`src/rtl/ifetch_pkg.sv`:
```
// Shared types and constants for the instruction-fetch slice.
package ifetch_pkg;

  localparam int XLEN = 32;
  localparam logic [XLEN-1:0] RESET_PC_DEFAULT = 32'h0000_0004;
  localparam int PC_STEP = 4;
  localparam logic [XLEN-1:0] NOP_INSTR = 32'h0000_0013;

  typedef struct packed {
    logic [XLEN-1:0] pc;
    logic [XLEN-1:0] instr;
  } fetch_entry_t;

endpackage

```
`src/rtl/ifetch_unit_queue.sv`:
```
// DEPTH-entry circular FIFO of fetched {pc, instr} pairs with synchronous flush.
module fetch_queue
  import ifetch_pkg::*;
#(
  parameter int DEPTH = 2,
  parameter int PW    = (DEPTH > 1) ? $clog2(DEPTH) : 1,
  parameter int CW    = $clog2(DEPTH + 1)
) (
  input  logic         clk,
  input  logic         rst_n,
  input  logic         push,
  input  fetch_entry_t push_entry,
  input  logic         pop,
  input  logic         flush,
  output fetch_entry_t head,
  output logic [CW-1:0] count
);

  fetch_entry_t   mem [DEPTH];
  logic [PW-1:0]  wr_ptr;
  logic [PW-1:0]  rd_ptr;
  logic           push_do;
  logic           pop_do;

  function automatic logic [PW-1:0] ptr_inc(input logic [PW-1:0] p);
    return (p == PW'(DEPTH - 1)) ? '0 : p + 1'b1;
  endfunction

  // Guard against pushing into a full queue or popping an empty one.
  assign push_do = push & (count != CW'(DEPTH));
  assign pop_do  = pop & (count != '0);
  assign head    = mem[rd_ptr];

  always_ff @(posedge clk or negedge rst_n) begin
    if (!rst_n) begin
      wr_ptr <= '0;
      rd_ptr <= '0;
      count  <= '0;
    end else if (flush) begin
      wr_ptr <= '0;
      rd_ptr <= '0;
      count  <= '0;
    end else begin
      if (push_do) wr_ptr <= ptr_inc(wr_ptr);
      if (pop_do)  rd_ptr <= ptr_inc(rd_ptr);
      case ({push_do, pop_do})
        2'b10:   count <= count + 1'b1;
        2'b01:   count <= count - 1'b1;
        default: count <= count;
      endcase
    end
  end

  // Payload storage needs no reset; the top masks it while the queue is empty.
  always_ff @(posedge clk) begin
    if (push_do && !flush) mem[wr_ptr] <= push_entry;
  end

endmodule

```
`src/rtl/ifetch_unit.sv`:
```
// Instruction-fetch initiator: PC, icache request tracking, issue control and decode-side queue.
module ifetch_unit
  import ifetch_pkg::*;
#(
  parameter logic [XLEN-1:0] RESET_PC = RESET_PC_DEFAULT,
  parameter int              DEPTH    = 2
) (
  input  logic            clk,
  input  logic            rst_n,
  output logic [XLEN-1:0] iaddr,
  input  logic [XLEN-1:0] instr,
  input  logic            redirect_valid,
  input  logic [XLEN-1:0] redirect_pc,
  output logic            out_valid,
  input  logic            out_ready,
  output logic [XLEN-1:0] out_instr,
  output logic [XLEN-1:0] out_pc
);

  localparam int CW = $clog2(DEPTH + 1);

  logic [XLEN-1:0] pc_q;
  logic [XLEN-1:0] req_pc_q;
  logic            req_vld_q;
  logic [CW-1:0]   q_count;
  logic [CW:0]     occupancy;
  fetch_entry_t    q_head;
  fetch_entry_t    push_entry;
  logic            pop;
  logic            push;
  logic            issue;

  // Handshake: an entry transfers on a rising edge where out_valid & out_ready are both high;
  // out_valid never drops and out_pc/out_instr never change while out_valid & ~out_ready,
  // except on redirect or reset, which flush the queue.
  assign pop = out_valid & out_ready;

  // Count the in-flight word as occupied so a push can never find the queue full.
  assign occupancy = {1'b0, q_count} + {{CW{1'b0}}, req_vld_q};
  assign issue     = ~redirect_valid & ((occupancy < (CW + 1)'(DEPTH)) | pop);
  assign push      = req_vld_q & ~redirect_valid;

  assign push_entry.pc    = req_pc_q;
  assign push_entry.instr = instr;

  always_ff @(posedge clk or negedge rst_n) begin
    if (!rst_n) begin
      pc_q      <= RESET_PC;
      req_pc_q  <= '0;
      req_vld_q <= 1'b0;
    end else if (redirect_valid) begin
      pc_q      <= {redirect_pc[XLEN-1:2], 2'b00};
      req_vld_q <= 1'b0;
    end else if (issue) begin
      pc_q      <= pc_q + XLEN'(PC_STEP);
      req_pc_q  <= pc_q;
      req_vld_q <= 1'b1;
    end else begin
      req_vld_q <= 1'b0;
    end
  end

  fetch_queue #(
    .DEPTH (DEPTH)
  ) u_queue (
    .clk        (clk),
    .rst_n      (rst_n),
    .push       (push),
    .push_entry (push_entry),
    .pop        (pop),
    .flush      (redirect_valid),
    .head       (q_head),
    .count      (q_count)
  );

  assign iaddr     = pc_q;
  assign out_valid = (q_count != '0);
  assign out_instr = out_valid ? q_head.instr : '0;
  assign out_pc    = out_valid ? q_head.pc : '0;

endmodule

```
`config.mk`:
```
export PLATFORM = sky130hd
export DESIGN_NAME = ifetch_unit
export DESIGN_NICKNAME = d
export VERILOG_FILES = /design/src/rtl/ifetch_pkg.sv /design/src/rtl/ifetch_unit_queue.sv /design/src/rtl/ifetch_unit.sv
export SDC_FILE = /design/constraint.sdc
export NUM_CORES = 1
export LEC_CHECK = 0
export BUFFER_PORTS_ARGS = -buffer_cell sky130_fd_sc_hd__buf_2
export CORE_MARGIN = 1.5
export CORE_UTILIZATION = 50
export DETAILED_ROUTE_END_ITERATION = 16
export GPL_TIMING_DRIVEN = 0
export PLACE_DENSITY = 0.85
export SLEW_MARGIN = 20
export SYNTH_ARGS = -nofsm -noshare
export SYNTH_HDL_FRONTEND = slang
export SYNTH_HIERARCHICAL = 1
export SYNTH_SLANG_ARGS = --single-unit
export TNS_END_PERCENT = 10
```
`constraint.sdc`:
```
create_clock -name clk -period 12.5 [get_ports clk]
set_input_delay 1.25 -clock clk [delete_from_list [all_inputs] [get_ports clk]]
set_output_delay 1.25 -clock clk [all_outputs]
set_load 0.02 [all_outputs]
```
* Yosys cells after proc, flatten, opt, wreduce, memory -nomap -nowiden
Memory sizes are Yosys's and may differ from the RTL's. Cells that the tools add are included.
Word-level totals: RAM bits 128, memories 1, register bits after elaboration 69, word-level logic and storage cells 48, output and inout bits 97, input bits 68
Memory list:
- u_queue.mem | depth 2, bits a word 64, read ports 1, clocked after memory_dff 0, write ports 1, RTL line ifetch_unit_queue.sv:19 | fetch_entry_t mem [DEPTH];
Operators by class: multiplexer cells 16, add/sub/neg operators 6, reduce and logical (&&, ||, !) cells 8, bitwise operators 7, order comparisons 1, equality and inequality tests 3
Operators by type and width (number):
- 32-bit two-way mux | 4
- 32-bit by 3-bit adder with 32-bit output (second input constant) | 1
- 1-bit two-way mux | 10
- 2-bit nonzero test | 4
- 1-bit bitwise AND | 5
- 2-bit case mux with 2 select lines | 1
- 2-bit by 1-bit adder with 3-bit output | 1
- 3-bit by 2-bit less-than comparator with 1-bit output (second input constant) | 1
- 3-bit nonzero test | 1
- 1-bit adder (second input constant) | 2
- 2-bit by 1-bit adder with 2-bit output (second input constant) | 1
- 2-bit by 1-bit == test with 1-bit output (second input constant) | 1
- 2-bit == test (second input constant) | 1
- 2-bit two-way mux | 1
- 2-bit != test (second input constant) | 1
- 2-bit AND reduction | 1
- 2-bit by 1-bit subtractor with 2-bit output (second input constant) | 1
- 1-bit logical AND | 1
- 1-bit logical NOT | 1
- 1-bit NOT | 1
- 1-bit OR | 1

* Depth between registers and ports, before layout
depth after elaboration 6, gate-level depth with buffers 7, gate-level depth less buffers 6

* Modules after synthesis
The synthesis kept the hierarchy.
Modules (own cells, without submodules):
- fetch_queue | instances 1, cells each 224, area an instance 4839.6 um^2, sequential area each 3943.8 um^2
- ifetch_unit | instances 1, cells each 344, area an instance 3364.5 um^2, sequential area each 1527.7 um^2

* Worst setup path after synthesis
No wires, ideal clock.
path kind input to register, from input port redirect_valid, to memory u_queue/mem[1][0] (netlist name) (enable), library setup time 578 ps, arrival 6715 ps, slack 5207 ps, stages 5, path buffers 2, data required time 11922 ps, path through clkbuf_1 clkbuf_1 nor2b_1 nand2_1 nor3b_1
Between the ends: cells in the longest elaborated chain, start to end 6, elaborated cells on any way between the ends 7, those cells by class mux (2); bitwise (3); reduce/logical (2)
Ends and longest elaborated chain:
- start: declaration | RTL line ifetch_unit.sv:12 | input logic redirect_valid,
- 1-bit NOT (no line)
- 1-bit bitwise AND | RTL line ifetch_unit.sv:41 | assign push = req_vld_q & ~redirect_valid;
- named net push | RTL line ifetch_unit.sv:30 | logic push;
- 1-bit bitwise AND | RTL line ifetch_unit_queue.sv:30 | assign push_do = push & (count != CW'(DEPTH));
- 1-bit logical AND | RTL line ifetch_unit_queue.sv:56 | if (push_do && !flush) mem[wr_ptr] <= push_entry;
- 1-bit two-way mux | RTL line ifetch_unit_queue.sv:56
- 1-bit two-way mux (not written as such) | RTL line ifetch_unit_queue.sv:56
- end: declaration | RTL line ifetch_unit_queue.sv:19
The timed path passes the listed nets, and every way through them passes these cells.

* Worst setup path in the final report
from register u_queue.count[0], to output port out_pc[8]
Between the ends: cells in the longest elaborated chain, start to end 2
Ends and longest elaborated chain:
- start: declaration | RTL line ifetch_unit_queue.sv:16 | output logic [CW-1:0] count
- start signal: assignment | RTL line ifetch_unit_queue.sv:47 | 2'b10: count <= count + 1'b1;
- start signal: assignment | RTL line ifetch_unit_queue.sv:48 | 2'b01: count <= count - 1'b1;
- start signal: assignment | RTL line ifetch_unit_queue.sv:49 | default: count <= count;
- 2-bit nonzero test | RTL line ifetch_unit.sv:77 | assign out_valid = (q_count != '0);
- 32-bit two-way mux | RTL line ifetch_unit.sv:79 | assign out_pc = out_valid ? q_head.pc : '0;
- end: declaration | RTL line ifetch_unit.sv:17 | output logic [XLEN-1:0] out_pc
No other way between the ends.

==> out/metrics.cfg <==
[status]
status = complete, no violations

[clock_tree]
post_cts_buffers = 0
cts_root_buf = clkbuf_16
cts_tree = done
insertion_delay_ps = 430
holdBufCountCts = 0
cts_buffer_depth = 2
ctsResizeCount = 0
clkSlewWorstSetupHoldPaths_ps = 70
numCtsBuffers = 17
cts_sinks = 193
cts_max_level = 4

[floorplanning]
rows = 46
die_h_microns = 131
die_w_microns = 131
die-area_sq_um = 17200
io_pins = 165
start_util_pct = 51.5
core_sq_um = 15900

[yosys]
synth.avg_cell_area_sq_um = 14.4
ys_ff_latch = 193
ys_seq_area_share_pct = 66.7
synthCells = 568
synth-edff-count = 128
synthArstFlopShare_pct = 33.7
synth.distinct_cells = 45
synth.cell_area_sq_um = 8200
synth_ff_type = edfxtp_1
yosysWarningCount = 6

[final_layout]
n_antenna_cell = 0
fin_nets = 838
drive_gt1_share_pct = 39.4
final_util_pct = 63.1
syn_to_final_growth_pct = 22.7
multi_input_area_sq_um = 2590
mostFrequentLayoutCells = buf_2, edfxtp_1, mux2_2
mostFrequentLayoutCell = buf_2
nFillCells = 1250
register_area_sq_um = 5470

[sta]
finalSetupTns_ps = 0
fin_crit_sh_pct = 28.6
hold_violations = 0
setup_violations = 0
fin_skew_ps = 7.15
slew_headroom_pct = 62.5
clock.fmax_mhz = 280
holdWs_ps = 470
timing.final.ws_setup_ps = 8930
worstMarginPinSlew_ps = 562
rsz0062_at_grt = false
slew_viol_final = 0
min_period_ps = 3570

[worst_setup_path]
reg2reg_depth = 8
timing.rr.start = req_vld_q
cp-end-kind = primary output
crit_path_max_fanout = 10
critPathMaxStageDelay_ps = 480
regToRegEndpoint = u_queue/mem[1][6]
crit_required_ps = 11250
cp_cell_sequence = or2_2, buf_1, clkbuf_1, and2_1, buf_2
worstSetupPathType = flip-flop to primary output
critPathArrivalTime_ps = 2320
startpoint_type = flip-flop
regToRegSetupSlack_ps = 10110
cp-endpoint = out_pc[8]
startpoint = u_queue/count[0]
crit_slowest_cell = dfrtp_1

[power_and_ir_drop]
cellPowerDensity_nw_per_um2 = 144
leakagePower_nw = 4.06
irDropWorstVdd_mv = 0.0990

[placement]
placement.io_buffers = 160
place_ws_ps = 8590
dpl.hpwl_microns = 12100
finalWeightedCongestion = 0.764

[drt]
highest_layer = met4
drc = 0
dr_wl_met2_microns = 8280
num_vias = 5083
viasPerCell = 5.09
wl_met3_microns = 961
drt-total-wl_microns = 16500
avgRoutedWirePerCell_microns = 16.5
wl_met1_microns = 6880
final_antenna_net_count = 0
firstDrtPassIters = 4
drt-initial-drc-count = 324

[job]
cap_violations = 0

[grt]
track_usage_pct = 20.2
gr-total-overflow = 0
grt_antenna_before_repair = 0
grt_pass1_wl_microns = 25700
grt_max_degree = 45
grt_pass1_vias = 5216

[min_path]
hold_path.class = flip-flop to flip-flop

-- state kept, by name (all words and copies together) (netlist names) --
| name | count |
|---|---|
| u_queue/wr_ptr | 1 |
| u_queue/mem | 128 |
| req_pc_q | 30 |
| u_queue/count | 2 |
| iaddr | 30 |
| req_vld_q | 1 |
| u_queue/rd_ptr | 1 |
-- layer usage --
metal,up-vias,GRT usage [%]
met5,-,0
met4,0,8.79
met3,26,4.38
met2,146,35.2
met1,2475,24.4
li1,2436,-
-- area by class of cell --
type / instances / area share, %
clock inverter: 11 / 0.995
timing repair buffer: 177 / 9.82
multi-input combinational: 345 / 25.7
tap: 216 / 2.69
clock buffer: 21 / 4.69
sequential: 193 / 54.4
buffer: 30 / 1.55
inverter: 5 / 0.186
-- stage by stage --
step / power, mW / cell area, sq um / cells
2_1_floorplan: 0.869 / 8220 / 573
3_5_place_dp: 0.941 / 9490 / 966
4_1_cts: 1.46 / 10100 / 998
6_report: 1.44 / 10100 / 998
5_1_grt: 1.50 / 10100 / 998
3_3_place_gp: 0.932 / 9290 / 949
-- Yosys cell counts (3+ instances only) --
cell type	number	share of area [%]
nand2_1	47	2.2
xor2_1	6	0.64
o21ai_1	19	1.2
nand3_1	6	0.37
and3_1	3	0.23
clkbuf_1	13	0.59
edfxtp_1	128	47
mux2i_1	3	0.37
nor2_1	9	0.41
nor4_2	6	0.92
o21ai_0	15	0.92
and2_1	65	5.0
and4_1	4	0.43
nor3_1	11	0.67
mux2_2	70	9.6
nor2b_1	3	0.23
a21oi_1	4	0.24
inv_1	4	0.18
mux2_1	23	3.2
buf_2	8	0.49
xnor2_1	23	2.5
dfrtp_1	64	20
buf_4	7	0.64
-- cells by family (layout without fill, tap and decap cells) --
kind of cell    Yosys count  in the layout  synth area share (%)
flops                   193            193                  66.7
simple gates            169            169                  11.8
mux                      96             96                  13.1
compound gates           44             44                  2.94
buf+inv                  35            244                  2.14
xor+xnor                 29             29                  3.10
fa+ha+maj                 1              1                 0.152
other cells               1              6                0.0457
-- power by group --
part	switching, mW	total [mW]	leakage (nW)	internal (mW)
clock	0.226	0.519	0.281	0.293
sequential	0.0312	0.761	1.96	0.730
combinational	0.0959	0.165	1.82	0.0691
-- critical path: cells and delay by family (launching register included) --
kind | cells | cell delay [ps]
and+or+nand+nor | 2 | 420
buffers and inverters | 3 | 990
DFF | 1 | 480
-- worst min path at each step --
stage / end / start / cells past startpoint
floorplan: u_queue/mem[0][57] / req_pc_q[25] / 0
global placement: u_queue/mem[0][46] / req_pc_q[14] / 0
detailed placement: u_queue/mem[1][48] / req_pc_q[16] / 0
CTS: u_queue/mem[1][48] / req_pc_q[16] / 0
global route: u_queue/mem[0][37] / req_pc_q[5] / 0
finish: u_queue/mem[1][41] / req_pc_q[9] / 0
(Power assumes the default switching activity.)
